[src/rtl/pause_pkg.sv]
// Shared types and constants for the pause_fader pause controller and its dim timer.
package pause_pkg;

    typedef enum logic [1:0] {
        RUN    = 2'd0,
        PAUSED = 2'd1,
        STEP   = 2'd2
    } pause_state_e;

    localparam int OPT_PAUSE_OSD = 0;
    localparam int OPT_DIM       = 1;
    localparam int DIM_LVL_W     = 3;

    // Number of clk_sys cycles in one millisecond for a clock of clkspd MHz.
    function automatic logic [31:0] ms_tick_cycles(input int clkspd);
        return 32'(clkspd) * 32'd1000;
    endfunction

endpackage

[src/rtl/pause_dim_timer.sv]
// Millisecond prescaler, saturating pause-duration counter and multi-level fade stepper.
module pause_dim_timer
    import pause_pkg::*;
#(
    parameter int CLKSPD    = 12,
    parameter int DIM_MS    = 10000,
    parameter int FADE_MS   = 500,
    parameter int MAX_SHIFT = 3
) (
    input  logic                 clk_sys,
    input  logic                 reset,
    input  logic                 run,
    output logic [DIM_LVL_W-1:0] dim_level,
    output logic                 dim_video
);

    localparam logic [31:0]          TICK_MAX   = ms_tick_cycles(CLKSPD) - 32'd1;
    localparam logic [31:0]          DIM_START  = 32'(DIM_MS);
    localparam logic [31:0]          FADE_STEP  = 32'(FADE_MS);
    localparam logic [DIM_LVL_W-1:0] LVL_MAX    = DIM_LVL_W'(MAX_SHIFT);

    logic [31:0]          presc_q, presc_d;
    logic [31:0]          ms_q, ms_d;
    logic [31:0]          fade_q, fade_d;
    logic [DIM_LVL_W-1:0] lvl_q, lvl_d;
    logic                 dim_video_q, dim_video_d;
    logic                 tick;

    // NOTE: every signal assigned in always_comb gets a default first, so no path leaves it unassigned and no latch is inferred.
    always_comb begin
        presc_d = presc_q;
        ms_d    = ms_q;
        fade_d  = fade_q;
        lvl_d   = lvl_q;
        tick    = 1'b0;
        if (!run) begin
            presc_d = '0;
            ms_d    = '0;
            fade_d  = '0;
            lvl_d   = '0;
        end else begin
            if (presc_q == TICK_MAX) begin
                presc_d = '0;
                tick    = 1'b1;
            end else begin
                presc_d = presc_q + 32'd1;
            end
            if (tick) begin
                if (ms_q != '1) begin
                    ms_d = ms_q + 32'd1;
                end
                // First level is reached on elapsed time; later levels count FADE_MS ticks from the previous step.
                if (lvl_q == '0) begin
                    if (ms_d >= DIM_START) begin
                        lvl_d  = DIM_LVL_W'(1);
                        fade_d = '0;
                    end
                end else if (lvl_q < LVL_MAX) begin
                    if (fade_q + 32'd1 >= FADE_STEP) begin
                        lvl_d  = lvl_q + DIM_LVL_W'(1);
                        fade_d = '0;
                    end else begin
                        fade_d = fade_q + 32'd1;
                    end
                end
            end
        end
        dim_video_d = (lvl_d != '0);
    end

    // NOTE: sequential state uses non-blocking assignments so all flops sample pre-edge values.
    always_ff @(posedge clk_sys or posedge reset) begin
        if (reset) begin
            presc_q     <= '0;
            ms_q        <= '0;
            fade_q      <= '0;
            lvl_q       <= '0;
            dim_video_q <= 1'b0;
        end else begin
            presc_q     <= presc_d;
            ms_q        <= ms_d;
            fade_q      <= fade_d;
            lvl_q       <= lvl_d;
            dim_video_q <= dim_video_d;
        end
    end

    assign dim_level = lvl_q;
    assign dim_video = dim_video_q;

endmodule

[src/rtl/pause_fader.sv]
// Pause controller with timed multi-level video fade; single-frame step is built
// only when PAUSE_FRAME_STEP_EN is defined.
module pause_fader
    import pause_pkg::*;
#(
    parameter int RW        = 8,
    parameter int GW        = 8,
    parameter int BW        = 8,
    parameter int CLKSPD    = 12,
    parameter int NREQ      = 2,
    parameter int DIM_MS    = 10000,
    parameter int FADE_MS   = 500,
    parameter int MAX_SHIFT = 3
) (
    input  logic                  clk_sys,
    input  logic                  reset,
    input  logic                  user_button,
    input  logic                  step_button,
    input  logic [NREQ-1:0]       pause_request,
    input  logic [NREQ-1:0]       req_mask,
    input  logic [1:0]            options,
    input  logic                  OSD_STATUS,
    input  logic                  vblank,
    input  logic [RW-1:0]         r,
    input  logic [GW-1:0]         g,
    input  logic [BW-1:0]         b,
    output logic                  pause_cpu,
    output logic [DIM_LVL_W-1:0]  dim_level,
    output logic                  dim_video,
    output logic [RW+GW+BW-1:0]   rgb_out
);

    pause_state_e          state_q, state_d;
    logic [1:0]            user_sync_q, user_sync_d;
    logic                  user_prev_q;
    logic                  user_edge;
    logic [RW+GW+BW-1:0]   rgb_q, rgb_d;
    logic                  run;

    assign user_sync_d = {user_sync_q[0], user_button};
    assign user_edge   = user_sync_q[1] & ~user_prev_q;

`ifdef PAUSE_FRAME_STEP_EN
    logic [1:0] step_sync_q, step_sync_d;
    logic       step_prev_q;
    logic       step_edge;
    logic       vblank_prev_q;
    logic       vblank_rise;

    assign step_sync_d = {step_sync_q[0], step_button};
    assign step_edge   = step_sync_q[1] & ~step_prev_q;
    assign vblank_rise = vblank & ~vblank_prev_q;

    always_ff @(posedge clk_sys or posedge reset) begin
        if (reset) begin
            step_sync_q   <= '0;
            step_prev_q   <= 1'b0;
            vblank_prev_q <= 1'b0;
        end else begin
            step_sync_q   <= step_sync_d;
            step_prev_q   <= step_sync_q[1];
            vblank_prev_q <= vblank;
        end
    end
`else
    logic unused_step_inputs;
    assign unused_step_inputs = step_button | vblank;
`endif

    always_comb begin
        state_d = state_q;
        case (state_q)
            RUN:    if (user_edge) state_d = PAUSED;
            PAUSED: begin
                if (user_edge) begin
                    state_d = RUN;
`ifdef PAUSE_FRAME_STEP_EN
                end else if (step_edge) begin
                    state_d = STEP;
`endif
                end
            end
`ifdef PAUSE_FRAME_STEP_EN
            // User edge has priority over the vblank that would end the step.
            STEP: begin
                if (user_edge)        state_d = RUN;
                else if (vblank_rise) state_d = PAUSED;
            end
`endif
            default: state_d = RUN;
        endcase
    end

    always_ff @(posedge clk_sys or posedge reset) begin
        if (reset) begin
            state_q     <= RUN;
            user_sync_q <= '0;
            user_prev_q <= 1'b0;
            rgb_q       <= '0;
        end else begin
            state_q     <= state_d;
            user_sync_q <= user_sync_d;
            user_prev_q <= user_sync_q[1];
            rgb_q       <= rgb_d;
        end
    end

    // Gated by reset so the core is released the instant reset asserts.
    assign pause_cpu = ~reset & ((state_q == PAUSED)
                                 | (|(pause_request & req_mask))
                                 | (OSD_STATUS & options[OPT_PAUSE_OSD]));

    assign run = pause_cpu & options[OPT_DIM];

    pause_dim_timer #(
        .CLKSPD   (CLKSPD),
        .DIM_MS   (DIM_MS),
        .FADE_MS  (FADE_MS),
        .MAX_SHIFT(MAX_SHIFT)
    ) u_dim_timer (
        .clk_sys  (clk_sys),
        .reset    (reset),
        .run      (run),
        .dim_level(dim_level),
        .dim_video(dim_video)
    );

    assign rgb_d   = {r >> dim_level, g >> dim_level, b >> dim_level};
    assign rgb_out = rgb_q;

endmodule

[config.mk]
export PLATFORM = sky130hd
export DESIGN_NAME = pause_fader
export DESIGN_NICKNAME = d
export VERILOG_FILES = /design/src/rtl/pause_pkg.sv /design/src/rtl/pause_dim_timer.sv /design/src/rtl/pause_fader.sv
export SDC_FILE = /design/constraint.sdc
export NUM_CORES = 1
export LEC_CHECK = 0
export CAP_MARGIN = 0
export CORE_ASPECT_RATIO = 1.5
export CORE_UTILIZATION = 60
export CTS_BUF_LIST = sky130_fd_sc_hd__clkbuf_8
export CTS_CLUSTER_DIAMETER = 100
export DETAILED_ROUTE_END_ITERATION = 10
export PLACE_DENSITY = 0.83
export REMOVE_ABC_BUFFERS = 1
export SLEW_MARGIN = 15
export SYNTH_ARGS = -nofsm -noshare
export SYNTH_HDL_FRONTEND = slang
export SYNTH_SLANG_ARGS = --single-unit
[constraint.sdc]
create_clock -name clk_sys -period 10.2 [get_ports clk_sys]
set_input_delay 1.53 -clock clk_sys [delete_from_list [all_inputs] [get_ports clk_sys]]
set_output_delay 1.53 -clock clk_sys [all_outputs]
set_load 0.01 [all_outputs]
==> reports/results.tsv, run 1 <==
stage	metric	value	unit
drt	Final ANT Viol Nets	0	
power	clock network fraction of total power	44.2	%
worst_setup_path	Arr. time, crit path	2.87	ns
cts	Clock Sinks	128	
run	maximum capacitance violations	0	
drt	drt first pass iters	5	
power	pwr dens	122.9	nW/um2
power	Seq pwr share	49.2	%
synthesis	Post-synth EDFFs	0	
power	worst vdd ir	0.1040	mV
sta	Hold Fails Final Rpt	0	
sta	final worst slack	5.800	ns
drt	Avg WL per Cell	17.51	um
worst_hold_path	Hold WC Path Type	register to register	
sta	setup TNS	0	ns
run_status	status	finished, final reports clean	
power	Int Power	790.3	uW
sta	Tcrit/Tclk final	43.14	%
sta	fin. max-slew vios	0	
cts	Clock Tree Buf Depth	2	
power	LEAKAGE	0.003460	uW
synthesis	Mean Syn Cell Area	8.984	um2
finish	Final Non-Filler Cells	1037	
power	combinational share of power	6.6	%
synthesis	Yosys top cell area share	42.60	%
synthesis	#FFs+latches synth	128	
cts	Clock transition at path regs	0.08	ns
worst_setup_path	WP data required	8.67	ns
sta	max frequency	0.2273	GHz
synthesis	Synth cell types	76	
sta	clk_skew	0.01429	ns
floorplanning	Die ar.	12990	um2
sta	RSZ-0062 raised after global routing	false	
finish	area grow syn2layout	14.09	%
grt	first-pass GRT wire length	30.57	mm
synthesis	sequential area share after synthesis	42.60	%
drt	initial DRC count	505	
synthesis	top post-synthesis cells by area	dfrtp_1 (43%), nor2_1 (5.3%), xnor2_1 (4.3%), xor2_1 (4.0%), nand2_1 (3.2%)	
floorplanning	core area	12080	um2
worst_setup_path	FF-to-FF path depth	10	
grt	initial antenna violation count	0	
placed_design	Placer Congestion	0.9465	
synthesis	cell area after synthesis	7520	um2
synthesis	Ys Warns	0	
grt	overflow left after global routing	0	
synthesis	count leader, synth	dfrtp_1	
synthesis	share of synthesized registers carrying an async set or reset	100.0	%
cts	CTS-repair resized insts	0	
floorplanning	die span in y	139.1	um
floorplanning	initial core utilization	62.26	%
synthesis	Mapped Cells	837	
power	Switching Fraction	25.02	%
sta	crit path time final	4.400	ns
drt	final WL	18.15	mm
floorplanning	placement row count	49	
cts	CTS Root Cell	clkbuf_8	
synthesis	Main synth FF type	dfrtp_1	
floorplanning	Die Span X	93.41	um
grt	pin count of the biggest net entering global routing	85	
finish	Final #Nets	912	
sta	Final Setup Violations	0	
cts	number of hold buffers added after CTS	0	
placed_design	dpl ws	5.808	ns
finish	Inserted Diodes	0	
drt	via density per instance	6.338	
sta	slew at the pin closest to its max-slew limit	1.127	ns
placed_design	DP Wirelength	12.41	mm
power	switching power	263.7	uW
floorplanning	IO Pins	65	
grt	gr usage total	29.43	%
sta	hold_ws	0.3641	ns
placed_design	port bufs	62	
sta	Slew headroom	24.71	%
cts	H-tree levels	4	
cts	CTS buffer count	17	
cts	post-CTS repair timing setup buffer count	0	
cts	TritonCTS clock tree	yes	
finish	share of cells above drive strength 1	8.145	%
drt	via count	6572	
worst_setup_path	crit end category	output port	
worst_setup_path	Crit Path Max Fanout	3	
synthesis	Synth top cells by count	dfrtp_1 (128), nor2_1 (106), nand2_1 (64), nand3_1 (47), xnor2_1 (37)	
placed_design	post-placement cell count	1004	
cts	worst-skew pair later-pin latency	0.46	ns
worst_setup_path	CP Class	input pin to output port	
drt	DRC violations left	0	
worst_setup_path	CP Launch Type	input pin	
synthesis	post-synth top area cell	dfrtp_1	
grt	number of global-route vias before repair	6627	
worst_hold_path	Hold Path Depth	0	
registers in the layout, summed over array words and instances, names as in the netlist:
| name | cells |
|---|---|
| u_dim_timer.fade_q | 32 |
| u_dim_timer.ms_q | 32 |
| u_dim_timer.presc_q | 32 |
| rgb_out | 24 |
| u_dim_timer.dim_level | 3 |
| user_sync_q | 2 |
| state_q | 1 |
| u_dim_timer.dim_video | 1 |
| user_prev_q | 1 |
cell usage in the layout, fill, tap and decap left out, types with 5 or more instances in the layout:
| cell | Yosys | layout |
|---|---|---|
| clkdlybuf4s50_1 | 0 | 62 |
| ha_1 | 5 | 5 |
| xor2_1 | 34 | 34 |
| and3_1 | 36 | 36 |
| a31oi_1 | 10 | 10 |
| buf_4 | 3 | 5 |
| xnor2_1 | 37 | 37 |
| and4_1 | 9 | 9 |
| or3_1 | 14 | 14 |
| nor2b_1 | 7 | 7 |
| a211oi_1 | 7 | 7 |
| nand2_1 | 64 | 64 |
| and2_1 | 13 | 13 |
| mux2i_1 | 16 | 16 |
| dfrtp_1 | 128 | 128 |
| o21ai_0 | 25 | 25 |
| clkbuf_8 | 0 | 17 |
| nor3_1 | 27 | 27 |
| mux2_2 | 11 | 11 |
| inv_1 | 21 | 21 |
| nand4_1 | 30 | 30 |
| o22ai_1 | 6 | 6 |
| a21oi_1 | 29 | 29 |
| nand3_1 | 47 | 47 |
| nor2_1 | 106 | 106 |
| nor4_1 | 19 | 19 |
power by group through the flow:
stage	clock network (uW)	logic (uW)	registers (uW)
finish	466	69.6	519
floorplan	0	30.3	531
CTS	470	70.7	519
global route	494	76.7	519
global placement	0	67.8	529
detailed placement	0	70.4	529
through the flow:
stage	power, uW	cell area (um2)	util (%)
global placement	596.4	8147	67.45
CTS	1060	8564	70.91
detailed placement	599.4	8147	67.45
global route	1090	8579	71.03
finish	1054	8579	71.03
floorplan	561.3	7295	-
area by class of cell:
cell class	count	area (um2)
clock buffer	17	234.0
tap	153	191.4
timing repair buffer	68	673.1
clock inverter	15	183.9
multi-input combinational	635	4013
fill	906	3498
inverter	21	81.33
sequential	128	3203
path summary, 6_finish.rpt:
kind	slack [ns]	endpoint	startpoint
worst max-delay path	5.80	pause_cpu	req_mask[0]
worst min-delay path	0.36	user_sync_q[1]	user_sync_q[0]
worst max register to register	6.18	u_dim_timer.fade_q[2]	u_dim_timer.ms_q[0]
worst min register to register	0.36	user_sync_q[1]	user_sync_q[0]
max in group asynchronous	7.21	u_dim_timer.presc_q[29]	reset
min in group asynchronous	1.51	state_q[0]	reset
cell families after synthesis:
group	Yosys count	synth area share, %
simple gates	402	28.17
compound gates	129	12.11
flops	128	42.60
buf+inv	74	4.043
xor+xnor	71	8.270
mux	28	3.977
fa+ha+maj	5	0.8319
critical path, stage by stage:
cell and delay, ns:
clkdlybuf4s50_1 0.47, a22oi_1 0.08, a21oi_1 0.21, clkdlybuf4s50_1 0.58
routing by layer:
layer | GRT usage, % | up-vias | routed length, um
met2 | 52.86 | 210 | 9851
met5 | 0 | - | 0
met3 | 4.934 | 53 | 707
li1 | - | 3077 | -
met4 | 12.96 | 0 | 490
met1 | 33.74 | 3232 | 7105
No activity file was read; power rests on OpenSTA's default activity.
==> inputs of run 2 (changes only) <==
- CORE_UTILIZATION: 60 -> 55
- PLACE_DENSITY: 0.83 -> 0.8
- clock period: 10.2 -> 3.8 ns (I/O delays scaled with it)
==> run 2 against run 1 <==
Net effect:
- flip-flop and latch count is the same
- routed wire length decreased by 6.3%
- critical path depth grew 7
- die area rose by 8.9%
- critical path type is now register to register
- largest power group unchanged
==> reports/results.tsv, run 2 (synthesized netlist as in run 1, its figures left out) <==
stage	metric	value	unit
placed_design	post-placement cell count	1040	
worst_setup_path	worst-path cell chain	ha_1, nand4_4, mux2_4, o32ai_2, o221ai_2, or4_4, or3_4, or2_0, buf_4, nor4_1, a21o_1	
drt	DRC violations left	0	
finish	commonest non-fill, non-tap cell in the layout	dfrtp_1	
floorplanning	core area	13400	um2
floorplanning	initial core utilization	56.11	%
sta	Tcrit/Tclk final	93.63	%
drt	drt first pass iters	5	
floorplanning	die span in y	145.2	um
finish	share of cells above drive strength 1	10.88	%
cts	post-CTS repair timing setup buffer count	0	
drt	final WL	17.01	mm
sta	final worst slack	0.2420	ns
worst_setup_path	CP Launch Type	register	
sta	slew at the pin closest to its max-slew limit	0.6548	ns
finish	most frequent cells in the layout	dfrtp_1 (128), nor2_1 (106), nand2_1 (64), clkdlybuf4s50_1 (62), nand3_1 (47)	
worst_setup_path	Worst path max stage delay	0.55	ns
finish	Inserted Diodes	0	
sta	Slew headroom	55.95	%
cts	number of hold buffers added after CTS	0	
floorplanning	IO Pins	65	
grt	first-pass GRT wire length	29.03	mm
drt	initial DRC count	318	
grt	number of global-route vias before repair	6271	
finish	Final Non-Filler Cells	1072	
finish	fillers	1088	
cts	Clock transition at path regs	0.07	ns
cts	H-tree levels	4	
placed_design	DP Wirelength	12.05	mm
finish	area grow syn2layout	16.96	%
worst_setup_path	Arr. time, crit path	3.93	ns
drt	via count	6550	
sta	clk_skew	0.008031	ns
sta	hold_ws	0.3624	ns
run_status	status	finished, final reports clean	
worst_setup_path	CP Class	register to register	
drt	via density per instance	6.110	
floorplanning	placement row count	52	
cts	worst-skew pair later-pin latency	0.44	ns
run	maximum capacitance violations	0	
cts	Clock Sinks	128	
finish	Storage cell area	3203	um2
cts	CTS Root Cell	clkbuf_8	
grt	gr usage total	24.78	%
cts	TritonCTS clock tree	yes	
power	worst vdd ir	0.2079	mV
placed_design	Placer Congestion	0.9486	
floorplanning	Die Span X	97.47	um
worst_setup_path	sum of buffers and inverters on the critical path	1	
finish	largest registers	u_dim_timer.fade_q: 32 flops, u_dim_timer.ms_q: 32 flops, u_dim_timer.presc_q: 32 flops	
grt	pin count of the biggest net entering global routing	52	
power	LEAKAGE	0.003613	uW
sta	Final Setup Violations	0	
sta	Hold Fails Final Rpt	0	
power	pwr dens	324.3	nW/um2
drt	Final ANT Viol Nets	0	
placed_design	dpl ws	0.2866	ns
drt	Avg WL per Cell	15.87	um
finish	Final #Nets	938	
floorplanning	Die ar.	14150	um2
sta	fin. max-slew vios	0	
worst_setup_path	crit end category	register	
worst_setup_path	WP data required	4.18	ns
placed_design	port bufs	62	
sta	crit path time final	3.558	ns
worst_setup_path	Crit Path Max Fanout	8	
sta	max frequency	0.2811	GHz
grt	overflow left after global routing	0	
grt	initial antenna violation count	0	
sta	RSZ-0062 raised after global routing	false	
cts	CTS buffer count	17	
worst_hold_path	Hold WC Path Type	register to register	
cts	Clock Tree Buf Depth	2	
worst_setup_path	Crit path max-delay family	simple AND/OR/NAND/NOR gates	
cts	CTS-repair resized insts	0	
worst_setup_path	slowest cell on the critical path	or4_4	
finish	area of the multi-input gates	4020	um2
==> run 2: power by group <==
group	switching [uW]	total (uW)	leakage, uW	internal [uW]
Clock	557	1270	0.000213	712
Sequential	9.89	1390	0.00172	1380
Combinational	104	191	0.00168	86.5
Total	671	2850	0.00361	2180
==> run 2: worst paths after layout <==
check / slack [ns] / cells after the start / end / start
setup / recovery: 0.24 / 11 / u_dim_timer.fade_q[3] / u_dim_timer.fade_q[0]
setup reg to reg: 0.24 / 11 / u_dim_timer.fade_q[3] / u_dim_timer.fade_q[0]
hold / removal: 0.36 / 0 / user_sync_q[1] / user_sync_q[0]
hold reg to reg: 0.36 / 0 / user_sync_q[1] / user_sync_q[0]
max in group asynchronous: 2.40 / 3 / u_dim_timer.fade_q[21] / reset
min in group asynchronous: 0.59 / 2 / u_dim_timer.fade_q[2] / reset
==> run 2: cell type report <==
cell class / instances / area share (%)
clock buffers: 17 / 2.660
clock inverters: 15 / 2.191
inverters: 21 / 0.9247
multi-input cells: 635 / 45.71
flip-flops and latches: 128 / 36.42
well taps: 162 / 2.305
repair buffers: 94 / 9.788
==> run 2: stage by stage <==
stage                     util, %  power (uW)  TNS (ns)  area (um2)
after floorplan                 -        1507    -23.38        7295
after CTS                   65.56        2878         0        8787
final                       65.62        2852         0        8795
after global placement      62.38        1610         0        8361
after global routing        65.62        2954         0        8795
after detailed placement    62.38        1612         0        8361
==> run 2: metal layers <==
| layer | up-vias | GRT usage (%) | routed length (um) |
|---|---|---|---|
| li1 | 3147 | - | - |
| met2 | 172 | 43.64 | 8932 |
| met3 | 45 | 4.287 | 570 |
| met4 | 0 | 10.29 | 471 |
| met1 | 3186 | 29.58 | 7037 |
| met5 | - | 0 | 0 |
